--- src/rtl/stack_alu_param.sv ---
// stack_alu_param: stack-based ALU with signed N-bit operands and a DEPTH-entry LIFO.
//
// Operations are sampled when op_valid_i is high and take effect on that clock edge.
// Binary ops (ADD/SUB/MUL) replace the top two entries with their result. Illegal
// operations pulse err_o and leave all state unchanged.
//
// Optional build macro:
//   STACK_ALU_SAT_EN - arithmetic results that overflow are clamped to the N-bit signed
//                      maximum or minimum rather than wrapping. overflow_o is still set.
//
// Ports:
//   clk          clock, rising edge
//   rst_n        asynchronous active-low reset
//   op_valid_i   qualifies opcode_i / in_i
//   opcode_i     0 NOP, 1 PUSH, 2 POP, 3 ADD, 4 SUB, 5 MUL, 6 DUP, 7 SWAP, 8 CLEAR
//   in_i         PUSH operand
//   out_o        result of the last POP/ADD/SUB/MUL
//   out_valid_o  one-cycle pulse when out_o carries a new value
//   overflow_o   signed overflow of the last arithmetic result
//   err_o        one-cycle pulse on an illegal operation
//   empty_o      count_o == 0
//   full_o       count_o == DEPTH
//   count_o      number of stack entries
module stack_alu_param #(
  parameter int unsigned N     = 16,
  parameter int unsigned DEPTH = 8,
  localparam int unsigned CW   = $clog2(DEPTH + 1)
) (
  input  logic          clk,
  input  logic          rst_n,
  input  logic          op_valid_i,
  input  logic [3:0]    opcode_i,
  input  logic [N-1:0]  in_i,
  output logic [N-1:0]  out_o,
  output logic          out_valid_o,
  output logic          overflow_o,
  output logic          err_o,
  output logic          empty_o,
  output logic          full_o,
  output logic [CW-1:0] count_o
);

  localparam logic [3:0] OpNop   = 4'd0;
  localparam logic [3:0] OpPush  = 4'd1;
  localparam logic [3:0] OpPop   = 4'd2;
  localparam logic [3:0] OpAdd   = 4'd3;
  localparam logic [3:0] OpSub   = 4'd4;
  localparam logic [3:0] OpMul   = 4'd5;
  localparam logic [3:0] OpDup   = 4'd6;
  localparam logic [3:0] OpSwap  = 4'd7;
  localparam logic [3:0] OpClear = 4'd8;

  localparam logic [CW-1:0] DepthC = CW'(DEPTH);

  logic [N-1:0]  stack_q [DEPTH];
  logic [N-1:0]  stack_d [DEPTH];
  logic [CW-1:0] count_q, count_d;
  logic [N-1:0]  out_q, out_d;
  logic          out_valid_q, out_valid_d;
  logic          overflow_q, overflow_d;
  logic          err_q, err_d;

  logic          is_empty, is_full, lt_two;
  logic [CW-1:0] idx_a, idx_b;
  logic [N-1:0]  a, b;

  assign is_empty = (count_q == '0);
  assign is_full  = (count_q == DepthC);
  assign lt_two   = (count_q < CW'(2));
  // A lives at count-1, B at count-2; only meaningful when the count check passes.
  assign idx_a    = count_q - CW'(1);
  assign idx_b    = count_q - CW'(2);

  always_comb begin
    a = '0;
    b = '0;
    for (int i = 0; i < DEPTH; i++) begin
      if (CW'(i) == idx_a) a = stack_q[i];
      if (CW'(i) == idx_b) b = stack_q[i];
    end
  end

  // Arithmetic: sign-extended by one bit for ADD/SUB, full 2N-bit product for MUL.
  logic [N:0]            sum_x, diff_x;
  logic signed [2*N-1:0] prod;
  logic [N:0]            prod_hi;
  logic [N-1:0]          res_raw, res;
  logic                  res_ovf;

  assign sum_x   = {b[N-1], b} + {a[N-1], a};
  assign diff_x  = {b[N-1], b} - {a[N-1], a};
  assign prod    = $signed({{N{b[N-1]}}, b}) * $signed({{N{a[N-1]}}, a});
  assign prod_hi = prod[2*N-1:N-1];

`ifdef STACK_ALU_SAT_EN
  localparam logic [N-1:0] MaxPos = {1'b0, {(N-1){1'b1}}};
  localparam logic [N-1:0] MinNeg = {1'b1, {(N-1){1'b0}}};
  logic res_neg;  // sign of the exact (unclamped) result
`endif

  always_comb begin
    res_raw = sum_x[N-1:0];
    res_ovf = sum_x[N] ^ sum_x[N-1];
`ifdef STACK_ALU_SAT_EN
    res_neg = sum_x[N];
`endif
    if (opcode_i == OpSub) begin
      res_raw = diff_x[N-1:0];
      res_ovf = diff_x[N] ^ diff_x[N-1];
`ifdef STACK_ALU_SAT_EN
      res_neg = diff_x[N];
`endif
    end else if (opcode_i == OpMul) begin
      res_raw = prod[N-1:0];
      // Representable iff the top N+1 bits are all sign copies.
      res_ovf = !((prod_hi == '0) || (prod_hi == '1));
`ifdef STACK_ALU_SAT_EN
      res_neg = prod[2*N-1];
`endif
    end
`ifdef STACK_ALU_SAT_EN
    res = res_ovf ? (res_neg ? MinNeg : MaxPos) : res_raw;
`else
    res = res_raw;
`endif
  end

  // Next-state decode. Up to two stack writes per op (SWAP needs both).
  logic          wr0_en, wr1_en;
  logic [CW-1:0] wr0_idx, wr1_idx;
  logic [N-1:0]  wr0_data, wr1_data;

  always_comb begin
    count_d     = count_q;
    out_d       = out_q;
    out_valid_d = 1'b0;
    overflow_d  = overflow_q;
    err_d       = 1'b0;
    wr0_en      = 1'b0;
    wr0_idx     = count_q;
    wr0_data    = in_i;
    wr1_en      = 1'b0;
    wr1_idx     = idx_b;
    wr1_data    = a;
    if (op_valid_i) begin
      case (opcode_i)
        OpNop: ;
        OpPush: begin
          if (is_full) begin
            err_d = 1'b1;
          end else begin
            wr0_en  = 1'b1;
            count_d = count_q + CW'(1);
          end
        end
        OpPop: begin
          if (is_empty) begin
            err_d = 1'b1;
          end else begin
            out_d       = a;
            out_valid_d = 1'b1;
            overflow_d  = 1'b0;
            count_d     = idx_a;
          end
        end
        OpAdd, OpSub, OpMul: begin
          if (lt_two) begin
            err_d = 1'b1;
          end else begin
            wr0_en      = 1'b1;
            wr0_idx     = idx_b;
            wr0_data    = res;
            out_d       = res;
            out_valid_d = 1'b1;
            overflow_d  = res_ovf;
            count_d     = idx_a;
          end
        end
        OpDup: begin
          if (is_empty || is_full) begin
            err_d = 1'b1;
          end else begin
            wr0_en   = 1'b1;
            wr0_data = a;
            count_d  = count_q + CW'(1);
          end
        end
        OpSwap: begin
          if (lt_two) begin
            err_d = 1'b1;
          end else begin
            wr0_en   = 1'b1;
            wr0_idx  = idx_a;
            wr0_data = b;
            wr1_en   = 1'b1;
          end
        end
        OpClear: count_d = '0;
        default: err_d = 1'b1;
      endcase
    end
  end

  always_comb begin
    for (int i = 0; i < DEPTH; i++) begin
      stack_d[i] = stack_q[i];
      if (wr0_en && (CW'(i) == wr0_idx)) stack_d[i] = wr0_data;
      if (wr1_en && (CW'(i) == wr1_idx)) stack_d[i] = wr1_data;
    end
  end

  // Stack contents are don't-care after reset, so the storage has no reset.
  always_ff @(posedge clk) begin
    for (int i = 0; i < DEPTH; i++) stack_q[i] <= stack_d[i];
  end

  always_ff @(posedge clk or negedge rst_n) begin
    if (!rst_n) begin
      count_q     <= '0;
      out_q       <= '0;
      out_valid_q <= 1'b0;
      overflow_q  <= 1'b0;
      err_q       <= 1'b0;
    end else begin
      count_q     <= count_d;
      out_q       <= out_d;
      out_valid_q <= out_valid_d;
      overflow_q  <= overflow_d;
      err_q       <= err_d;
    end
  end

  assign out_o       = out_q;
  assign out_valid_o = out_valid_q;
  assign overflow_o  = overflow_q;
  assign err_o       = err_q;
  assign count_o     = count_q;
  assign empty_o     = is_empty;
  assign full_o      = is_full;

endmodule

--- config.mk ---
export PLATFORM = sky130hd
export DESIGN_NAME = stack_alu_param
export DESIGN_NICKNAME = d
export VERILOG_FILES = /design/src/rtl/stack_alu_param.sv
export SDC_FILE = /design/constraint.sdc
export NUM_CORES = 1
export LEC_CHECK = 0
export ABC_AREA = 1
export CAP_MARGIN = 0
export CELL_PAD_IN_SITES_DETAIL_PLACEMENT = 1
export CELL_PAD_IN_SITES_GLOBAL_PLACEMENT = 1
export CORE_MARGIN = 2
export CORE_UTILIZATION = 48
export CTS_BUF_LIST = sky130_fd_sc_hd__clkbuf_4 sky130_fd_sc_hd__clkbuf_8 sky130_fd_sc_hd__clkbuf_16
export CTS_CLUSTER_SIZE = 28
export DETAILED_ROUTE_END_ITERATION = 10
export GPL_TIMING_DRIVEN = 0
export PLACE_DENSITY = 0.94
export SETUP_SLACK_MARGIN = 0.02
export SLEW_MARGIN = 15
export SYNTH_ARGS = -nofsm -noshare
export SYNTH_HDL_FRONTEND = slang
export SYNTH_SLANG_ARGS = --single-unit
--- constraint.sdc ---
create_clock -name clk -period 10.3 [get_ports clk]
set_input_delay 2.575 -clock clk [delete_from_list [all_inputs] [get_ports clk]]
set_output_delay 2.575 -clock clk [all_outputs]
set_load 0.05 [all_outputs]
Yosys cells after proc, flatten, opt, wreduce, memory -nomap -nowiden:

Memories as Yosys holds them, arrays and structs flattened.
Cells that the tools add are included.

* bits in registers: 23
* bits in writable memories: 128
* input bits: 23
* output and inout bits: 25
* logic and storage cells: 153
* memories kept: 1

* add/sub/neg operators: 5
* multiply operators: 1
* $lt $le $gt $ge: 1
* equal/unequal tests: 35
* mux-type cells: 71
* bitwise logic cells: 2
* reductions and logical operators: 32

Memories
* stack_q: depth 8, width 16, read ports 8, clocked after Yosys merged registers in 0, wr ports 8, line 55 `logic [N-1:0] stack_q [DEPTH];`

Operator list (number)
* 2-to-1 mux 16 bit: 40
* equality test 3 x 4 -> 1 bit, first input constant: 12
* case mux 16 bit (3 select lines): 1
* multiplier 16 x 16 -> 32 bit: 1
* case mux 16 bit (2 select lines): 1
* equality test 2 x 4 -> 1 bit, first input constant: 6
* 2-to-1 mux 4 bit: 6
* logical NOT 4 bit: 5
* case mux 4 bit (5 select lines): 1
* adder 16 x 16 -> 17 bit: 1
* equality test 17 bit, second input constant: 1
* logical NOT 17 bit: 1
* 2-to-1 mux 1 bit: 17
* subtractor 16 x 16 -> 17 bit: 1
* equality test 4 x 3 -> 1 bit, second input constant: 4
* logical AND 1 bit: 16
* equality test 1 x 4 -> 1 bit, first input constant: 3
* equality test 4 x 2 -> 1 bit, second input constant: 2
* equality test 4 bit, second input constant: 2
* != test 2 bit, second input constant: 4
* case mux 4 bit (2 select lines): 1
* case mux 1 bit (5 select lines): 1
* AND reduction 5 bit: 1
* nonzero test 5 bit: 1
* other kinds (15): 18

Logic depth before layout (Yosys ltp):

Gate-level depths: netlist of run 1.

* depth in word-level cells: 18
* gate-level depth with buffers: 53
* mapped depth without buffers: 52

Least setup slack after synthesis of run 1:

OpenSTA, ideal clock, no wires.

* path type: register -> register
* start point: reg count_q[1], in the netlist count_o[1]
* end point: reg overflow_q, in the netlist overflow_o
* setup time: 0.118 ns
* data arrival time: 7.761 ns
* data required time: 10.182 ns
* path slack: 2.421 ns
* cell stages (with the launch flop): 47
* path buffers: 1
* clock period less this slack: 7.879 ns
* cells stage by stage: dfrtp_1 -> inv_1 -> ha_1 -> nand2_1 -> nand2_1 -> nand2_1 -> nand2_2 -> inv_1 -> nand2_2 -> nor2_4 -> buf_2 -> nand2_1 -> nand3_1 -> nand3_1 -> nand4_1 -> nand2_1 -> a21boi_4 -> inv_2 -> [... 11 more ...] -> ha_1 -> nand2_1 -> nor2_1 -> and3_1 -> and2_1 -> nand2_1 -> nand3_1 -> nand2_1 -> nor2_1 -> nand2_1 -> nor2_1 -> nand3_1 -> nand2_1 -> nand2_1 -> nand2_1 -> nand2_1 -> nand2_1 -> nand2_1

* cells in the longest elaborated chain, start to end: 18
* elaborated cells on any way between the ends: 52
* classes of those cells: 4 x add/sub; 1 x mul; 1 x order compare; 17 x eq/ne; 20 x mux; 2 x bitwise; 7 x reduce/logical

Ends and longest elaborated chain
* start: declaration: line 57 `logic [CW-1:0] count_q, count_d;`
* start signal: assignment: line 225 `count_q <= count_d;`
* subtractor 4 x 2 -> 4 bit / subtractor 4 x 1 -> 4 bit (equally long branches): line 72, 71
* logical NOT 4 bit (on tied branches): line 79, 78
* 2-to-1 mux 16 bit (on tied branches) (8 in series): line 79, 78
* multiplier 16 x 16 -> 32 bit: line 92 `assign prod = $signed({{N{b[N-1]}}, b}) * $signed({{N{a[N-1]}}, a});`
* equality test 17 bit / logical NOT 17 bit (equally long branches): line 116 `res_ovf = !((prod_hi == '0) || (prod_hi == '1));`
* logical OR 1 bit: line 116
* logical NOT 1 bit: line 116
* 2-to-1 mux 1 bit: line 113 `end else if (opcode_i == OpMul) begin`
* 2-to-1 mux 1 bit: line 107 `if (opcode_i == OpSub) begin`
* 2-to-1 mux 1 bit: line 167 `if (lt_two) begin`
* case mux 1 bit (2 select lines): line 146 `case (opcode_i)`
* end signal: assignment: line 228 `overflow_q <= overflow_d;`
* end: declaration: line 60 `logic overflow_q, overflow_d;`

Parallel ways exist; a longest one is shown, timed or not. The select of a mux whose other input is x is not followed.
A chain may end at the register's enable or synchronous reset.

Worst setup path after layout of run 1:

* start point: reg count_q[0], in the netlist count_o[0]
* end point: reg overflow_q, in the netlist overflow_o

Same word-level chain as after synthesis.

==> results of run 1 <==
## stage by stage
stage	utilization	cells	hold WS, ps	cell area (sq um)	worst slack (ps)
5_1_grt	0.524	4061	530	25500	10.6
4_1_cts	0.523	4060	497	25400	307
3_3_place_gp	0.510	4024	469	24800	667
6_report	0.524	4061	503	25500	258
3_5_place_dp	0.511	4028	482	24900	345
2_1_floorplan	-	3355	709	23500	2420
## Yosys cell counts (37+ instances only)
| cell | instances |
|---|---|
| buf_2 | 44 |
| edfxtp_1 | 128 |
| inv_1 | 580 |
| clkbuf_1 | 48 |
| nand2_1 | 1093 |
| a21oi_1 | 75 |
| fa_1 | 265 |
| ha_1 | 123 |
| nand3_1 | 334 |
| nand4_1 | 37 |
| o21ai_0 | 117 |
| nor2_1 | 232 |
## flip-flops by register name, summed over array words and instances, names as in the netlist
name	flops
count_o	4
err_o	1
out_o	16
out_valid_o	1
overflow_o	1
stack_q	128
## logic make-up (layout without fill, tap and decap cells)
family | Yosys count | count (layout) | synth area share
AO/OA/AOI/OAI | 246 | 246 | 0.0616
XOR/XNOR | 28 | 28 | 0.0104
adder cells (fa/ha/maj) | 388 | 388 | 0.291
buffers and inverters | 731 | 815 | 0.122
flip-flops | 151 | 151 | 0.188
AND/OR/NAND/NOR | 1811 | 1811 | 0.327
## worst min-delay path: cells and delay by family, from the launching register on
| kind | cells | cell delay [ps] |
|---|---|---|
| AO/OA/AOI/OAI | 1 | 60 |
| flip-flops | 1 | 350 |
| AND/OR/NAND/NOR | 1 | 60 |
## timing repair
| action | 4_1_cts | 5_1_grt |
|---|---|---|
| setup buffers | 0 | 1 |
| setup endpoints to repair | 0 | 24 |
| resized for setup | 0 | 20 |
## metal layers
layer  global-route usage  routed length, um
met5                    0                  0
met4                0.207               5430
met3               0.0893              11200
met2                0.618              44900
met1                0.508              37900
## worst max path at each step
stage | depth (start not counted) | end | from | slack [ps]
finish | 39 | overflow_o | count_o[0] | 260
global route | 41 | overflow_o | count_o[0] | 10
CTS | 39 | overflow_o | count_o[0] | 310
detailed placement | 40 | overflow_o | count_o[0] | 350
global placement | 39 | stack_q[0][15] | count_o[0] | 670
floorplan | 46 | overflow_o | count_o[1] | 2420
## final cells by class
cell class              count  area [sq um]
fillers                  6416         23200
multi-input cells        2473         16300
flip-flops and latches    151          4420
inverters                 621          2350
well taps                 622           778
plain buffers             110           556
repair buffers             52           526
clock buffers              19           453
clock inverters            13           120
==> metrics.txt, run 1 <==
critical path peak fanout=10; Die Area=50800 sq um; Worst path max stage delay=610 ps; Worst-Margin Slew=916 ps; clk slew on worst S/H paths=70 ps; Mapped Area=23500 sq um; Most Frequent Cell on Critical Path=nand2_1; FF-to-FF Start=count_o[0]; ranking of synthesized cells by area=fa_1 (23%), nand2_1 (17%), edfxtp_1 (16%); maximum root-to-sink buffer count=2; Core Area=48600 sq um; post-DR wirelength/cell=24.5 um; Root Buffer=clkbuf_16; global-route wire length before repair=150000 um; fin. max-slew vios=0; critical path startpoint category=register; Top delay family on crit path=adder cells; Post-Syn Instances=3355; largest net degree at the start of global routing=24; R2R Setup Slk=260 ps; max_slew headroom=0.388; vias in the first global route=26000; CP Data Required Time=10650 ps; largest area contributor in the netlist=fa_1; clock sink count=151; layout cells sized above 1=0.0689; DRC errors left=0; outcome=finished clean; DRT antenna net count=0; most common cell after layout, fill and taps aside=nand2_1; TritonCTS Buffers=17; RSZ-0062 raised after global routing=false; nets=3837; Max Cap Viol=0; leading register cell type out of synthesis=edfxtp_1; top cell type's share of synthesized area=0.225; 1st-iter DRT viols=3104; RD Place Congestion=1.01; Hold EP=out_o[0]; CP max stage cell=fa_1; Final min period=10040 ps; Hold Path Stages=2; Hold Path Class=register to register; final setup vio count=0; FF-to-FF End=overflow_o; Diodes inserted=0; Cell Rows=81; top achievable clock speed=99.6 MHz; Ys Warns=0; Synth Register Bits=151; H-Tree Depth=4; Critical path buffers and inverters=6; Post-synth EDFFs=128; R2R cell count=39; register area share after synthesis=0.188; CTS tree=yes; initial antenna violation count=0; number of port buffers=47; hold path start=out_o[0]; Async SR Flop Fraction=0.152; Syn Nets=3766; Worst-Skew Late Latency=450 ps; Setup crit end kind=register; io pins=48; GR Util All Layers=0.394; via count=24600; post-detail-place hpwl=81000 um; CP Class=register to register; clk_skew=9.88 ps; Die Wd=225 um; fin crit share=0.975; final WL=99400 um; Avg Inst Size Synth=7.02 sq um; critical path data arrival time=10390 ps; setup tns final=0 ps; commonest cells after routing, fill and taps aside=nand2_1 (1093), inv_1 (577), nand3_1 (334); Distinct cells, synth=55; grt ovf=0; CTS Hold Bufs=0; synthesis-to-layout area growth=8.19%; Die Ht=225 um; Avg Vias per Cell=6.07; Pre-antenna DRT Iters=6; Fin. Hold Viols=0; Initial Util=0.484
Power of run 1 is left out: the tool's default activity adds up to more than one toggle a clock period on the data nets, which glitch-free logic cannot reach.
==> inputs of run 2 (changes only) <==
--- a/config.mk
+++ b/config.mk
@@ -10,13 +10,14 @@
 export CELL_PAD_IN_SITES_DETAIL_PLACEMENT = 1
 export CELL_PAD_IN_SITES_GLOBAL_PLACEMENT = 1
 export CORE_MARGIN = 2
-export CORE_UTILIZATION = 48
+export CORE_UTILIZATION = 40
 export CTS_BUF_LIST = sky130_fd_sc_hd__clkbuf_4 sky130_fd_sc_hd__clkbuf_8 sky130_fd_sc_hd__clkbuf_16
 export CTS_CLUSTER_SIZE = 28
 export DETAILED_ROUTE_END_ITERATION = 10
 export GPL_TIMING_DRIVEN = 0
-export PLACE_DENSITY = 0.94
+export PLACE_DENSITY = 0.82
 export SETUP_SLACK_MARGIN = 0.02
+export SKIP_CTS_REPAIR_TIMING = 1
 export SLEW_MARGIN = 15
 export SYNTH_ARGS = -nofsm -noshare
 export SYNTH_HDL_FRONTEND = slang
==> metrics.txt, run 2 (synthesis gave the netlist of run 1 again) <==
outcome=finished clean; Initial Util=0.407; Root Buffer=clkbuf_16; CTS tree=yes; post-DR wirelength/cell=22.7 um; fin. max-slew vios=0; Max Cap Viol=0; Cell Rows=88; R2R Setup Slk=340 ps; clock sink count=151; Setup crit end kind=register; Multi-input gate area=16300 sq um; layout cells sized above 1=0.0666; CP max stage cell=dfrtp_1; setup tns final=0 ps; nets=3836; Worst path max stage delay=530 ps; critical path startpoint category=register; Hold EP=overflow_o; 1st-iter DRT viols=2199; Die Wd=247 um; Largest Register=stack_q; CP Data Required Time=10490 ps; Hold Path Class=register to register; initial antenna violation count=0; TritonCTS Buffers=17; RSZ-0062 raised after global routing=false; final WL=95200 um; Final min period=9960 ps; Fillers=7558; Worst-Skew Late Latency=450 ps; FF-to-FF End=stack_q[1][14]; number of port buffers=47; most common cell after layout, fill and taps aside=nand2_1; Avg Vias per Cell=5.62; synthesis-to-layout area growth=8.86%; H-Tree Depth=4; GR Util All Layers=0.315; Top delay family on crit path=adder cells; clk slew on worst S/H paths=70 ps; Pre-antenna DRT Iters=6; max_slew headroom=0.374; critical path data arrival time=10140 ps; largest net degree at the start of global routing=24; Hold Path Stages=2; fin crit share=0.967; top achievable clock speed=100 MHz; CP Class=register to register; Fin. Hold Viols=0; critical path peak fanout=10; FF-to-FF Start=count_o[1]; DRT antenna net count=0; FF+latch area=4420 sq um; Die Ht=247 um; final setup vio count=0; DRC errors left=0; commonest cells after routing, fill and taps aside=nand2_1 (1092), inv_1 (580), nand3_1 (334); hold path start=overflow_o; post-detail-place hpwl=78600 um; RD Place Congestion=0.983; io pins=48; max reg flops=128; Critical path buffers and inverters=9; maximum root-to-sink buffer count=2; Core Area=57900 sq um; Die Area=60800 sq um; via count=23600; vias in the first global route=24500; Diodes inserted=0; global-route wire length before repair=144000 um; R2R cell count=41; clk_skew=12.0 ps; Worst-Margin Slew=937 ps; grt ovf=0
==> run 2: changes by cell type in the layout (fill, tap and decap cells not counted), sizes merged <==
cell / change
clkinv: -6
clkinvlp: +6
clkbuf: -3
inv: +2
==> run 2: worst max-delay path by stage <==
stage,from,end,slack (ps),cells past startpoint
after floorplan,count_o[1],overflow_o,2420,46
after global placement,count_o[0],stack_q[0][31],480,39
after detailed placement,count_o[0],stack_q[0][63],360,39
after CTS,count_o[0],stack_q[0][63],300,42
after global routing,count_o[1],overflow_o,30,42
final,count_o[1],stack_q[1][14],340,41
==> run 2: per-layer routing <==
metal	routed length, um	vias to the layer above	GRT usage
met1	40000	11800	0.431
met4	3830	0	0.124
met3	8870	200	0.0581
li1	-	10500	-
met2	42500	1075	0.491
met5	0	-	0
==> run 2: worst register-to-register path: cells and delay by family (launching register included) <==
family                   cells  cell delay, ps
adder cells (fa/ha/maj)      9            4000
AND/OR/NAND/NOR             21            3340
buffers and inverters        9            1470
flip-flops                   1             530
AO/OA/AOI/OAI                2             350
==> run 2: final cells by class <==
type	instances	share of cell area
Buffer	110	0.0214
Clock buffer	17	0.0166
Clock inverter	15	0.00552
Inverter	621	0.0914
Multi-Input combinational cell	2473	0.635
Sequential cell	151	0.172
Tap cell	765	0.0373
Timing Repair Buffer	51	0.0204
==> run 2: stage by stage <==
step	instances	util	area, sq um	hold WS (ps)	worst slack (ps)
CTS	4203	0.442	25600	486	303
detailed placement	4171	0.432	25000	466	356
floorplan	3355	-	23500	709	2420
finish	4203	0.443	25600	484	345
global route	4203	0.443	25600	520	33.3
global placement	4167	0.431	25000	464	475
Power of run 2 is left out for the same reason.
